<file path="config.mk">
export PLATFORM = sky130hd
export DESIGN_NAME = bpi_cfg_reader
export DESIGN_NICKNAME = d
export VERILOG_FILES = /design/src/rtl/bpi_pkg.sv /design/src/rtl/bpi_timer.sv /design/src/rtl/bpi_cfg_reader.sv
export SDC_FILE = /design/constraint.sdc
export NUM_CORES = 1
export LEC_CHECK = 0
export CAP_MARGIN = 30
export CORE_MARGIN = 4
export CORE_UTILIZATION = 40
export DETAILED_ROUTE_END_ITERATION = 8
export SLEW_MARGIN = 20
export SYNTH_ARGS = -nofsm -noshare
export SYNTH_HDL_FRONTEND = slang
export SYNTH_SLANG_ARGS = --single-unit
</file>
<file path="constraint.sdc">
create_clock -name clk -period 2.7 [get_ports clk]
set_input_delay 0.405 -clock clk [delete_from_list [all_inputs] [get_ports clk]]
set_output_delay 0.405 -clock clk [all_outputs]
set_load 0.03 [all_outputs]
</file>
<file path="src/rtl/bpi_pkg.sv">
// Shared encodings and default timing constants for the BPI configuration reader.
package bpi_pkg;
  localparam int ADDR_W = 23;
  localparam int DQ_W   = 16;
  localparam int TMR_W  = 9;

  localparam int          DEF_BLOCK_WORDS  = 128;
  localparam int          DEF_ACC_CYCLES   = 8;
  localparam int          DEF_DRAIN_CYCLES = 300;
  localparam logic [15:0] DEF_MAX_BLOCKS   = 16'd4096;

  typedef enum logic [2:0] {
    S_IDLE,
    S_SETUP,
    S_ACCESS,
    S_CAPTURE,
    S_GAP,
    S_DRAIN
  } state_t;

  // Chip/output enable are asserted only while a word access is in flight.
  function automatic logic bus_active(input state_t s);
    return (s == S_SETUP) || (s == S_ACCESS) || (s == S_CAPTURE);
  endfunction
endpackage

</file>
<file path="src/rtl/bpi_timer.sv">
// Loadable down-counter with expiry flag; shared by flash access and drain waits.
module bpi_timer import bpi_pkg::*; #(
  parameter int W = TMR_W
) (
  input  logic         clk,
  input  logic         rst,
  input  logic         load,
  input  logic [W-1:0] load_val,
  input  logic         dec,
  output logic         expired
);
  logic [W-1:0] cnt;

  always_ff @(posedge clk or negedge rst) begin
    if (!rst)                   cnt <= '0;
    else if (load)              cnt <= load_val;
    else if (dec && cnt != '0)  cnt <= cnt - 1'b1;
  end

  assign expired = (cnt == '0);
endmodule

</file>
<file path="src/rtl/bpi_cfg_reader.sv">
// Reads 256-byte reconfiguration records from parallel NOR flash one word at a
// time, pacing strobes for a byte-wide consumer and draining between blocks.
module bpi_cfg_reader import bpi_pkg::*; #(
  parameter logic [ADDR_W-1:0] BASE_ADDR    = 23'h000000,
  parameter int                BLOCK_WORDS  = DEF_BLOCK_WORDS,
  parameter int                ACC_CYCLES   = DEF_ACC_CYCLES,
  parameter int                DRAIN_CYCLES = DEF_DRAIN_CYCLES,
  parameter logic [15:0]       MAX_BLOCKS   = DEF_MAX_BLOCKS
) (
  input  logic              clk,
  input  logic              rst,
  input  logic              reconfig_read_start,
  input  logic              reconfig_read_end,
  input  logic [DQ_W-1:0]   flash_dq,
  output logic [ADDR_W-1:0] flash_addr,
  output logic              flash_ce_n,
  output logic              flash_oe_n,
  output logic              flash_we_n,
  output logic [DQ_W-1:0]   reconfig_data,
  output logic              reconfig_data_en,
  output logic              bpi_idle,
  output logic              read_done,
  output logic              read_overrun
);
  localparam logic [TMR_W-1:0] ACC_LOAD   = TMR_W'(ACC_CYCLES - 1);
  localparam logic [TMR_W-1:0] DRAIN_LOAD = TMR_W'(DRAIN_CYCLES - 1);
  localparam logic [7:0]       LAST_WORD  = 8'(BLOCK_WORDS - 1);

  state_t            state, nxt;
  logic [ADDR_W-1:0] addr;
  logic              addr_wrap;
  logic [7:0]        word_cnt;
  logic [15:0]       blk_cnt;
  logic              end_seen;

  logic              tmr_load, tmr_dec, tmr_exp;
  logic [TMR_W-1:0]  tmr_val;
  logic              set_ovr;
  logic              end_any;
  logic              last_word;

  assign end_any    = end_seen | reconfig_read_end;
  assign last_word  = (word_cnt == LAST_WORD);
  assign flash_addr = addr;
  assign flash_we_n = 1'b1;

  bpi_timer #(.W(TMR_W)) u_timer (
    .clk      (clk),
    .rst      (rst),
    .load     (tmr_load),
    .load_val (tmr_val),
    .dec      (tmr_dec),
    .expired  (tmr_exp)
  );

  always_comb begin
    nxt      = state;
    tmr_load = 1'b0;
    tmr_val  = '0;
    tmr_dec  = 1'b0;
    set_ovr  = 1'b0;
    case (state)
      S_IDLE:    if (reconfig_read_start) nxt = S_SETUP;
      S_SETUP: begin
        tmr_load = 1'b1;
        tmr_val  = ACC_LOAD;
        nxt      = S_ACCESS;
      end
      S_ACCESS: begin
        if (tmr_exp) nxt = S_CAPTURE;
        else         tmr_dec = 1'b1;
      end
      S_CAPTURE: nxt = S_GAP;
      S_GAP: begin
        // An abort finishes the word in flight, then leaves after a 1-cycle drain.
        if (end_any) begin
          nxt      = S_DRAIN;
          tmr_load = 1'b1;
          tmr_val  = '0;
        end else if (last_word) begin
          nxt      = S_DRAIN;
          tmr_load = 1'b1;
          tmr_val  = DRAIN_LOAD;
        end else begin
          nxt = S_SETUP;
        end
      end
      S_DRAIN: begin
        if (tmr_exp) begin
          if (end_any) begin
            nxt = S_IDLE;
          end else if (blk_cnt == MAX_BLOCKS || addr_wrap) begin
            set_ovr = 1'b1;
            nxt     = S_IDLE;
          end else begin
            nxt = S_SETUP;
          end
        end else begin
          tmr_dec = 1'b1;
        end
      end
      default:   nxt = S_IDLE;
    endcase
  end

  always_ff @(posedge clk or negedge rst) begin
    if (!rst) begin
      state            <= S_IDLE;
      addr             <= '0;
      addr_wrap        <= 1'b0;
      word_cnt         <= '0;
      blk_cnt          <= '0;
      end_seen         <= 1'b0;
      flash_ce_n       <= 1'b1;
      flash_oe_n       <= 1'b1;
      reconfig_data    <= '0;
      reconfig_data_en <= 1'b0;
      bpi_idle         <= 1'b1;
      read_done        <= 1'b0;
      read_overrun     <= 1'b0;
    end else begin
      state            <= nxt;
      reconfig_data_en <= 1'b0;
      read_done        <= 1'b0;
      flash_ce_n       <= !bus_active(nxt);
      flash_oe_n       <= !bus_active(nxt);
      bpi_idle         <= (nxt == S_IDLE) || (nxt == S_DRAIN);

      // A start while idle wins over a coincident end.
      if (state == S_IDLE && reconfig_read_start) begin
        addr         <= BASE_ADDR;
        addr_wrap    <= 1'b0;
        word_cnt     <= '0;
        blk_cnt      <= '0;
        end_seen     <= 1'b0;
        read_overrun <= 1'b0;
      end else if (state != S_IDLE && reconfig_read_end) begin
        end_seen <= 1'b1;
      end

      if (state == S_CAPTURE) begin
        reconfig_data    <= flash_dq;
        reconfig_data_en <= 1'b1;
        addr             <= addr + 1'b1;
        if (addr == '1) addr_wrap <= 1'b1;
      end

      if (state == S_GAP) begin
        if (last_word) begin
          word_cnt <= '0;
          blk_cnt  <= blk_cnt + 1'b1;
        end else begin
          word_cnt <= word_cnt + 1'b1;
        end
      end

      if (set_ovr) read_overrun <= 1'b1;
      if (state == S_DRAIN && nxt == S_IDLE) read_done <= 1'b1;
    end
  end
endmodule

</file>
==> flow_summary.yaml, run 1 <==
setup_path:
  cp_max_fo: 6
  cp-start-kind: "flop"
  cp.required_ps: 2970
  crit_arrival_ps: 2490
  r2r-start: "word_cnt[0]"
  path_class: "flop to flop"
  worst_setup_path_end_kind: "flop"
  startpoint: "word_cnt[0]"
synthesis:
  ys_seq_area_share_pct: 51.0
  netlist.area_leader.share_pct: 49.7
  post_synth.cell_area_avg_um2: 9.50
  syn_nets: 450
  yosysWarnings: 0
  ys_top_cells_by_area: "dfrtp_1, nand2_1, mux2i_1"
  synth_ff_type: "dfrtp_1"
  synth_cell_types: 53
  synthCells: 424
  ys_ff_latch: 82
  async_flop_share_pct: 100
  synth_top_area_cell: "dfrtp_1"
  synth_edf_count: 0
  netlist_area_um2: 4030
final_layout:
  drive_above_1_share_pct: 7.09
  final_nets: 515
  fin_cells: 627
  syn2layout_area_growth_pct: 24.1
  fill_cells: 936
  num_antenna_cells: 0
global_routing:
  grt_max_degree: 83
  grt_pass1_vias: 3384
  grt_util_all_layers_pct: 17.1
  grt_pass1_wl_um: 16000
  grt_overflow: 0
  antenna_found_initial: 0
cts:
  cts_setup_buffers: 0
  cts.repair.resized: 0
  cts-hold-fix-buffers: 0
  cts_buffers: 9
  clk_latency_ps: 350
  cts.htree.levels: 3
  cts.sinks: 82
  clockBufferDepth: 2
  clk_pin_slew_ps: 90
  clockRootBuffer: "clkbuf_8"
  cts_tree: "yes"
route:
  num_vias: 3263
  via_per_inst: 5.20
  routed_wl_um: 9230
  dr.pass1.iters: 4
  drc: 0
  wl_per_cell_um: 14.7
  drtIter0Drc: 103
  ant_nets: 0
sta:
  rsz0062_at_grt: "false"
  slew_headroom_pct: 49.0
  finalCriticalPeriod_ps: 2230
  finClkSkew_ps: 10.5
  hold_viol: 0
  setup_viol: 0
  slew_violations: 0
  hold-worst-slack_ps: 70.3
  worstMarginPinSlew_ps: 763
  tns_ps: 0
  fmax_mhz: 449
  min_period_over_period_pct: 82.5
flow_run:
  max_cap_violations: 0
die:
  io_pins: 66
  die_h_um: 108
  rows: 36
  die_x_um: 108
  coreArea_um2: 9770
  die_area_um2: 11700
  initial_core_util_pct: 41.2
power:
  power_density_nw_per_um2: 858
  ir_drop_mv: 0.581
  power_leakage_nw: 2.31
place:
  dp_hpwl_um: 6530
  dp.cells: 611
  port_buffers: 64
  place_congestion: 0.812
worst_hold_path:
  hold_class: "input port to async pin"
status:
  outcome: "finished, final reports clean"
==> critical path, stage by stage (launching register included) <==
cell,delay [ps]
dfrtp_1,410
ha_1,260
nand4b_1,360
nor4_4,550
nand2_1,150
nor3_1,200
mux2i_1,210
==> report_power, final <==
| part | switching (mW) | internal (mW) | leakage [nW] | total [mW] |
|---|---|---|---|---|
| Clock | 0.447 | 0.456 | 0.101 | 0.903 |
| Combinational | 1.01 | 0.644 | 1.12 | 1.65 |
| Sequential | 0.235 | 1.50 | 1.09 | 1.73 |
| Total | 1.69 | 2.60 | 2.31 | 4.29 |
==> kinds of logic after synthesis <==
logic type / Yosys count / share of synthesized area, %
and+or+nand+nor: 219 / 27.5
DFF: 82 / 51.0
AOI/OAI and AO/OA: 64 / 9.85
buffers and inverters: 24 / 3.01
muxes: 17 / 4.23
xor gates and xnor gates: 11 / 2.39
adders and majority gates: 6 / 1.86
other: 1 / 0.0931
==> cells in the mapped netlist, drive strengths merged, types with 2 or more instances <==
cell / count
ha: 6
o32a: 2
or3b: 3
nand2: 98
inv: 8
a22o: 2
nand4: 8
o211ai: 3
nand3b: 3
or2: 3
dfstp: 2
nand2b: 2
xnor2: 4
clkbuf: 7
a31oi: 2
nor4: 8
nor3: 10
a21oi: 14
o311ai: 2
a31o: 2
and2: 5
o41ai: 3
xor2: 7
o31ai: 5
mux2i: 17
o21ai: 26
dfrtp: 80
and3: 10
nor4b: 3
nor2: 27
nand3: 27
buf: 9
nor3b: 4
nor2b: 2
==> flip-flops by register name, indices dropped and copies added (netlist names) <==
| register | count |
|---|---|
| read_overrun | 1 |
| word_cnt | 8 |
| blk_cnt | 16 |
| reconfig_data_en | 1 |
| bpi_idle | 1 |
| reconfig_data | 16 |
| state | 3 |
| u_timer.cnt | 9 |
| flash_oe_n | 1 |
| read_done | 1 |
| addr_wrap | 1 |
| flash_addr | 23 |
| end_seen | 1 |
==> routing by layer <==
layer  track usage (%)  share of wire, %  vias up
li1                  -                 -     1608
met5                 0                 0        -
met4              5.14               1.3        0
met2              27.8                47       78
met1              21.6                46     1568
met3              6.03               6.0        9
==> cells in the final DEF (no fill, tap or decap), drive strengths merged, types with 4 or more instances in the layout <==
| cell | netlist | layout |
|---|---|---|
| nand2 | 98 | 98 |
| dfrtp | 80 | 80 |
| clkdlybuf4s50 | 0 | 63 |
| nor2 | 27 | 27 |
| nand3 | 27 | 27 |
| o21ai | 26 | 26 |
| mux2i | 17 | 17 |
| a21oi | 14 | 14 |
| clkbuf | 7 | 12 |
| and3 | 10 | 10 |
| nor3 | 10 | 10 |
| inv | 8 | 8 |
| nand4 | 8 | 8 |
| nor4 | 8 | 8 |
| xor2 | 7 | 7 |
| buf | 9 | 7 |
| ha | 6 | 6 |
| o31ai | 5 | 5 |
| and2 | 5 | 5 |
| nor3b | 4 | 4 |
| xnor2 | 4 | 4 |
==> metrics by stage <==
stage                     setup WS, ps  power [mW]  utilization (%)  cell area (um^2)
after floorplan                    766        2.80                -              4030
after global placement             531        3.38             49.1              4800
after detailed placement           490        3.41             49.1              4800
after CTS                          457        4.33             51.1              4990
after global routing               173        4.59             51.1              4990
final                              472        4.29             51.1              4990
==> worst paths after layout <==
kind	end	cells after the start	slack, ps
worst max-delay path	blk_cnt[13]	6	470
worst min-delay path	u_timer.cnt[4]	2	70
worst max register to register	blk_cnt[13]	6	470
worst min register to register	reconfig_data[13]	2	480
max in group asynchronous	flash_oe_n	2	2280
min in group clk	reconfig_data[13]	2	480
==> area by class of cell <==
cell class | count | area [um^2] | area share [%]
Clock inverter | 4 | 52.6 | 1.05
Clock buffer | 12 | 145 | 2.91
Tap cell | 133 | 166 | 3.33
Inverter | 8 | 30.0 | 0.601
Multi-Input combinational cell | 318 | 1850 | 37.0
Timing Repair Buffer | 70 | 696 | 13.9
Sequential cell | 82 | 2050 | 41.1
Power figures use the tool's default switching activity.
==> inputs of run 2 (changes only) <==
- PLACE_DENSITY: not set -> 0.65
- clock period: 2.7 -> 2 ns (I/O delays scaled with it)
==> run 2 against run 1 <==
  * Maximum frequency increased by 16%
  * Clock skew fell by 1.6 ps
  * Total power is 39% higher
  * Hold slack gained 330 ps
==> flow_summary.yaml, run 2 (synthesized netlist as in run 1, its figures left out) <==
status:
  outcome: "finished, final reports clean"
route:
  dr.pass1.iters: 4
  drtIter0Drc: 111
  via_per_inst: 5.15
  drc: 0
  ant_nets: 0
  wl_per_cell_um: 14.1
  num_vias: 3357
  routed_wl_um: 9220
sta:
  tns_ps: 0
  worstMarginPinSlew_ps: 515
  finClkSkew_ps: 8.89
  finalCriticalPeriod_ps: 1920
  min_period_over_period_pct: 96.1
  hold_viol: 0
  fmax_mhz: 520
  setup_viol: 0
  slew_violations: 0
  slew_headroom_pct: 65.6
global_routing:
  antenna_found_initial: 0
  grt_pass1_wl_um: 15700
  grt_max_degree: 56
  grt_util_all_layers_pct: 16.6
  grt_pass1_vias: 3339
  grt_overflow: 0
flow_run:
  max_cap_violations: 0
power:
  swShare_pct: 39.9
  p_switching_mw: 2.38
  combinationalPowerShare_pct: 41.4
  power_frac_seq_pct: 39.2
  power_density_nw_per_um2: 1140
  p_total_mw: 5.96
  intPower_mw: 3.58
  ir_drop_mv: 0.696
  power_leakage_nw: 2.42
  clockPowerShare_pct: 19.4
setup_path:
  rrSetupSlack_ps: 80
  crit_arrival_ps: 2160
  cp-start-kind: "flop"
  cp.required_ps: 2240
  r2r-start: "u_timer.cnt[5]"
  path_class: "flop to flop"
  worst_setup_path_end_kind: "flop"
  cp_max_fo: 5
  r2r_cells: 6
  worst_r2r_endpoint: "read_done"
cts:
  clockRootBuffer: "clkbuf_8"
  cts.sinks: 82
  clockBufferDepth: 2
  clk_pin_slew_ps: 90
  cts.htree.levels: 3
  cts_tree: "yes"
  clk_latency_ps: 350
  cts_buffers: 9
worst_hold_path:
  hold_class: "input port to async pin"
final_layout:
  syn2layout_area_growth_pct: 29.3
  final_common_cell: "nand2_1"
  num_antenna_cells: 0
  final_nets: 540
  largest_reg_flops: 23
  mostFrequentLayoutCells: "nand2_1, dfrtp_1, clkdlybuf4s50_1"
  drive_above_1_share_pct: 13.1
die:
  io_pins: 66
  coreArea_um2: 9770
  rows: 36
  initial_core_util_pct: 41.2
  die_h_um: 108
  die_area_um2: 11700
  die_x_um: 108
place:
  place_congestion: 0.840
  dp_hpwl_um: 6590
  port_buffers: 64
## run 2: cell count changes in the layout (fill, tap and decap cells not counted), moves of 2 or more
cell	change
buf_4	+24
clkinvlp_4	+3
clkbuf_1	-2
dfrtp_1	-2
dfrtp_2	+2
inv_6	+2
nor4b_1	-2
## run 2: worst max-delay path by stage
stage	slack (ps)	cells past startpoint	from	to
floorplan	70	6	word_cnt[0]	blk_cnt[13]
global placement	4	7	u_timer.cnt[1]	bpi_idle
detailed placement	40	5	state[0]	blk_cnt[13]
CTS	10	7	word_cnt[1]	blk_cnt[13]
global route	-5	6	u_timer.cnt[5]	read_done
finish	80	6	u_timer.cnt[5]	read_done
## run 2: power groups by stage
| stage | Clock (mW) | Combinational (mW) | Sequential, mW |
|---|---|---|---|
| 6_report | 1.15 | 2.47 | 2.34 |
| 5_1_grt | 1.26 | 2.71 | 2.40 |
| 4_1_cts | 1.19 | 2.46 | 2.32 |
| 3_5_place_dp | 0 | 2.45 | 2.34 |
| 2_1_floorplan | 0 | 1.09 | 2.69 |
| 3_3_place_gp | 0 | 2.42 | 2.33 |
## run 2: timing repair
item	CTS	global route
gates resized for setup	0	9
endpoints found under the setup margin	0	16
hold buffers	1	0
setup buffers	0	1
hold endpoints to repair	25	0
## run 2: per-layer routing
layer  up-vias  track usage [%]  part of all wire [%]
li1       1665                -                     -
met5         -                0                     0
met3        12             4.84                   6.2
met2        78             25.7                    45
met1      1602             22.1                    47
met4         0             6.40                   1.6
## run 2: final cells by class
class                           count  area (um^2)
Fill cell                         925         4570
Sequential cell                    82         2060
Multi-Input combinational cell    318         1880
Timing Repair Buffer               95          886
Tap cell                          133          166
Clock buffer                       10          138
Clock inverter                      6         48.8
Inverter                            8         30.0
## run 2: critical path, stage by stage, from the launching register on
cell	delay, ps
dfrtp_1	440
or4_4	550
nor2_1	140
nand2_1	130
o211ai_1	320
buf_4	180
nor4_1	40
## run 2: metrics by stage
step	util (%)	setup slack, ps	std cells	hold WS (ps)	area (um^2)
floorplan	-	65.5	424	4.41	4030
global placement	50.8	4.27	634	248	4970
detailed placement	50.8	39.7	634	248	4970
CTS	52.9	10.7	651	395	5170
global route	53.3	-5.40	652	419	5210
finish	53.3	78.5	652	398	5210
==> inputs of run 3 (changes only) <==
- TNS_END_PERCENT: not set -> 30
==> results of run 3 <==
Final layout, timing and power as in run 2 (identical DEF).
